File: config.mk
export PLATFORM = sky130hd
export DESIGN_NAME = blackjack_msg_tx
export DESIGN_NICKNAME = d
export VERILOG_FILES = /design/src/rtl/blackjack_msg_tx.sv
export SDC_FILE = /design/constraint.sdc
export NUM_CORES = 1
export LEC_CHECK = 0
export ABC_AREA = 1
export ABC_CLOCK_PERIOD_IN_PS = 3100
export CAP_MARGIN = 20
export CORE_UTILIZATION = 50
export DETAILED_ROUTE_END_ITERATION = 10
export GPL_TIMING_DRIVEN = 0
export PLACE_DENSITY = 0.73
export SYNTH_ARGS = -nofsm -noshare
export SYNTH_HDL_FRONTEND = slang
export SYNTH_SLANG_ARGS = --single-unit
File: constraint.sdc
create_clock -name clk -period 3.1 [get_ports clk]
set_input_delay 0.465 -clock clk [delete_from_list [all_inputs] [get_ports clk]]
set_output_delay 0.465 -clock clk [all_outputs]
set_load 0.02 [all_outputs]
File: src/rtl/blackjack_msg_tx.sv
// blackjack_msg_tx: serialises DEAL/FINISHED card messages into gapped UART byte strobes (checksum byte when BLACKJACK_TX_CHECKSUM_EN is defined)
module blackjack_msg_tx #(
  parameter int GAP_CYCLES = 2
) (
  input  logic       clk,
  input  logic       rst,
  input  logic       send_deal,
  input  logic       send_dealer_finished,
  input  logic [3:0] first_card,
  input  logic [3:0] second_card,
  input  logic [3:0] third_card,
  input  logic       tx_ready,
  output logic       tx_wr,
  output logic [7:0] tx_data,
  output logic       busy,
  output logic       msg_done
);
  typedef enum logic [2:0] {IDLE, LOAD, SEND, GAP, DONE} state_t;
`ifdef BLACKJACK_TX_CHECKSUM_EN
  localparam logic [1:0] CK = 2'd1;
`else
  localparam logic [1:0] CK = 2'd0;
`endif
  state_t     state;
  logic       pend_deal, pend_fin, msg_fin;
  logic [3:0] pd_c1, pf_c2, pf_c3, m_a, m_b, gap_cnt;
  logic [1:0] idx, n_bytes;
  logic [7:0] byte_q;
  logic       want_deal, want_fin, take_deal, take_fin, gap_last;
  function automatic logic [7:0] build(input logic fin, input logic [1:0] i, input logic [3:0] a, input logic [3:0] b);
    return fin ? (i == 2'd0 ? {4'hB, a} : i == 2'd1 ? {4'hC, b} : {4'hE, a ^ b})
               : (i == 2'd0 ? {4'hA, a} : {4'hE, a});
  endfunction
  // request arbitration: DEAL wins over FINISHED, new requests win over stale pending ones
  always_comb begin
    want_deal = send_deal | pend_deal;
    want_fin  = send_dealer_finished | pend_fin;
    take_deal = (state == IDLE) & want_deal;
    take_fin  = (state == IDLE) & !want_deal & want_fin;
    n_bytes   = (msg_fin ? 2'd2 : 2'd1) + CK;
    gap_last  = ({1'b0, gap_cnt} + 5'd1) >= 5'(GAP_CYCLES);
    busy      = (state != IDLE) | pend_deal | pend_fin;
  end
  // pending flags hold requests not taken this cycle; latest request of a type keeps its cards
  always_ff @(posedge clk or posedge rst) begin
    if (rst) begin
      pend_deal <= 1'b0;
      pend_fin  <= 1'b0;
      pd_c1     <= 4'h0;
      pf_c2     <= 4'h0;
      pf_c3     <= 4'h0;
    end else begin
      pend_deal <= want_deal & !take_deal;
      pend_fin  <= want_fin & !take_fin;
      if (send_deal) pd_c1 <= first_card;
      if (send_dealer_finished) begin
        pf_c2 <= second_card;
        pf_c3 <= third_card;
      end
    end
  end
  // message FSM with registered strobe, data and done outputs
  always_ff @(posedge clk or posedge rst) begin
    if (rst) begin
      state    <= IDLE;
      tx_wr    <= 1'b0;
      tx_data  <= 8'h00;
      msg_done <= 1'b0;
      msg_fin  <= 1'b0;
      m_a      <= 4'h0;
      m_b      <= 4'h0;
      idx      <= 2'd0;
      byte_q   <= 8'h00;
      gap_cnt  <= 4'h0;
    end else begin
      tx_wr    <= 1'b0;
      msg_done <= 1'b0;
      case (state)
        IDLE: begin
          if (take_deal) begin
            msg_fin <= 1'b0;
            m_a     <= send_deal ? first_card : pd_c1;
            m_b     <= 4'h0;
            state   <= LOAD;
          end else if (take_fin) begin
            msg_fin <= 1'b1;
            m_a     <= send_dealer_finished ? second_card : pf_c2;
            m_b     <= send_dealer_finished ? third_card : pf_c3;
            state   <= LOAD;
          end
        end
        LOAD: begin
          idx    <= 2'd0;
          byte_q <= build(msg_fin, 2'd0, m_a, m_b);
          state  <= SEND;
        end
        SEND: begin
          if (tx_ready) begin
            tx_wr   <= 1'b1;
            tx_data <= byte_q;
            idx     <= idx + 2'd1;
            gap_cnt <= 4'h0;
            state   <= GAP;
          end
        end
        GAP: begin
          if (gap_last) begin
            gap_cnt  <= 4'h0;
            byte_q   <= build(msg_fin, idx, m_a, m_b);
            msg_done <= idx == n_bytes;
            state    <= idx == n_bytes ? DONE : SEND;
          end else begin
            gap_cnt <= gap_cnt + 4'h1;
          end
        end
        DONE: state <= IDLE;
        default: state <= IDLE;
      endcase
    end
  end
endmodule

==> results of run 1 <==
-- area by class of cell --
cell class | count | area share, %
inverter | 32 | 4.20
buffer | 7 | 1.84
clock buffer | 5 | 2.40
multi-input combinational | 191 | 33.7
timing repair buffer | 26 | 9.44
sequential | 50 | 43.7
tap | 52 | 2.27
clock inverter | 3 | 2.40
-- registers in the layout (all words and copies together) (netlist names) --
register,flops
pend_deal,1
pd_c1,4
pf_c2,4
byte_q,8
msg_fin,1
gap_cnt,4
state,3
idx,2
tx_wr,1
msg_done,1
pf_c3,4
pend_fin,1
m_b,4
tx_data,8
m_a,4
-- cells by family (layout without fill, tap and decap cells) --
logic type | Yosys count | count (layout) | synth area share, %
and+or+nand+nor | 162 | 162 | 31.8
DFF | 50 | 50 | 52.4
buffers and inverters | 39 | 73 | 7.23
AOI/OAI and AO/OA | 24 | 24 | 5.97
adders and majority gates | 5 | 5 | 2.62
-- worst paths after layout --
path	startpoint	end	slack [ns]	cells after the start
max in group asynchronous	rst	tx_data[4]$_DFFE_PP0P_	2.23	3
hold reg to reg	byte_q[1]$_DFFE_PP0P_	tx_data[1]$_DFFE_PP0P_	0.47	2
setup reg to reg	gap_cnt[0]$_DFFE_PP0P_	byte_q[2]$_DFFE_PP0P_	1.39	9
min in group clk	send_dealer_finished	pf_c2[2]$_DFF_PP0_	0.42	3
hold / removal	rst	pf_c2[0]$_DFF_PP0_	0.39	2
setup / recovery	state[2]$_DFFE_PP0P_	busy	0.96	5
-- metrics by stage --
| stage | hold slack [ns] | total power [mW] | setup WS, ns | utilization (%) | cell area [um2] |
|---|---|---|---|---|---|
| floorplan | 0.438 | 1.75 | 1.43 | - | 2390 |
| global placement | 0.451 | 1.99 | 0.531 | 60.4 | 2700 |
| finish | 0.391 | 2.54 | 0.959 | 64.0 | 2860 |
| global route | 0.394 | 2.75 | 0.893 | 64.0 | 2860 |
| CTS | 0.391 | 2.57 | 0.946 | 64.0 | 2860 |
| detailed placement | 0.460 | 2.03 | 1.29 | 60.9 | 2720 |
-- Yosys cell counts (3+ instances only) --
master   number
buf_2         3
dfrtp_1      50
ha_1          5
inv_1        23
inv_2         9
nand2_1     102
nand2_2       4
nand3_1      31
nor2_1       11
nor2_4        4
o21ai_0      10
o21ai_1       6
o21ai_2       4
-- layer usage --
layer / routed length, um / share of wire [%]
met2: 1910 / 48
met3: 146 / 3.7
met5: 0 / 0
met4: 41 / 1.0
met1: 1860 / 47
-- power groups by stage --
stage / Clock, mW / Combinational [mW] / Sequential [mW]
finish: 0.534 / 1.03 / 0.977
global route: 0.573 / 1.17 / 1.01
CTS: 0.547 / 1.04 / 0.978
detailed placement: 0 / 1.04 / 0.991
global placement: 0 / 1.01 / 0.982
floorplan: 0 / 0.722 / 1.02
==> metrics, run 1 <==
status finished, final reports clean; Synth Register Bits 50; share of layout cells above drive strength 1 14.3%; Routed WL 3960 um; die height 71.1 um; Buffers on Ports 25; gr busiest metal met2; CTS sink count 50; synthesis warning total 0; DRT antenna net count 0; die width 71.1 um; most used flip-flop cell after synthesis dfrtp_1; via count 1,762; Synth cell types 26; CTS Buffer Depth 2; leading cell type in the layout, fill and taps excluded nand2_1; crit path cell chain nor2_4 > nand2_2 > inv_1 > nand2_1 > clkdlybuf4s50_1; Fin. Hold Viols 0; Clk Latency, worst-skew pair 0.30 ns; placed cell count 358; first-pass GRT wire length 7130 um; DP HPWL 3090 um; min-delay worst type input port to async pin; Req. time, crit path 2.63 ns; clock power share 21.0%; # IOs 28; fmax 467 MHz; Pre-Repair DR Iteration Count 4; area grow syn2layout 19.8%; met2 GRT Util 32.6%; Worst Setup Start Kind flip-flop; Cells after Synth 280; wire per inst 10.8 um; Flop pwr share 38.4%; multi-input logic area 965 um2; Yosys top cell area share 52.4%; RSZ-0062 raised after global routing no; area leader, netlist dfrtp_1; EDFF count, synth 0; antenna violations before repair 0; clock-pin slew on the worst setup and hold paths 0.09 ns; hold buffer count at CTS 0; Initial Util 53.4%; Leakage Power 1.45 nW; Slew Limit Headroom 83.2%; CTS resizes 0; global routing usage on met1 21.3%; Arrival @ worst endpoint 1.68 ns; CTS Root Cell clkbuf_8; GRT met3 Usage 4.84%; Final period util 69.1%; max cap viols 0; CP max FO 4; switching fraction of total power 38.4%; reported net switching power 976 uW; total CTS buffers 5; Worst Skew 0.00788 ns; num rows 24; # setup viols final 0; worst slew pin tran 0.250 ns; Comb pwr share 40.5%; Setup crit end kind output port; buffer and inverter count on the worst path 2; critical path's largest stage delay 0.52 ns; initial detailed-routing violation count 64; fin nets 335; gr ovfl total 0; P_int 1.57 mW; sequential area share after synthesis 52.4%; fillers 402; synth top area cells dfrtp_1 52%, nand2_1 16%, nand3_1 6.5%; most frequent cells in the layout 102 x nand2_1, 50 x dfrtp_1, 31 x nand3_1; overall routing resource usage 18.0%; Tmin final 2.14 ns; Syn Nets 302; Max Transition Viols Final 0; register area 1250 um2; H-tree depth 2; syn avg cell area 8.53 um2; CTS tree built; vias per cell 4.81; setup bufs post-CTS 0; WS Path Type flip-flop to output port; Post-Layout Cell Count 366; setup total negative slack 0 ns; Top delay family on crit path buffers and inverters; slowest stage cell, crit path clkdlybuf4s50_1; Synth Cell Area 2390 um2; Die ar. 5060 um2; DRC violations left 0; power per standard cell area 888 nW/um2; core area 4470 um2; vias in the first global route 1,665; Max IR drop VDD 0.448 mV; Post-synth ARST share 100%; ANT cells 0; largest net degree at the start of global routing 41; global placement routability congestion 0.798
No activity file was read; power rests on OpenSTA's default activity.
==> run 2, diff against run 1 <==
--- a/config.mk
+++ b/config.mk
@@ -6,7 +6,7 @@
 export NUM_CORES = 1
 export LEC_CHECK = 0
 export ABC_AREA = 1
-export ABC_CLOCK_PERIOD_IN_PS = 3100
+export ABC_CLOCK_PERIOD_IN_PS = 2100
 export CAP_MARGIN = 20
 export CORE_UTILIZATION = 50
 export DETAILED_ROUTE_END_ITERATION = 10
==> constraint.sdc (replaced) <==
create_clock -name clk -period 2.1 [get_ports clk]
set_input_delay 0.315 -clock clk [delete_from_list [all_inputs] [get_ports clk]]
set_output_delay 0.315 -clock clk [all_outputs]
set_load 0.02 [all_outputs]
==> results of run 2 <==
Same layout as run 1 (identical final DEF). Status: finished, final reports clean.
Main changes from that run: setup slack after placement 1.29 ns -> 0.420 ns; setup slack after layout 0.959 ns -> 0.109 ns; hold slack 0.391 ns -> 0.241 ns; register-to-register setup slack 1.39 ns -> 0.39 ns; total power 2.54 mW -> 3.75 mW; worst IR drop on VDD 0.448 mV -> 0.662 mV
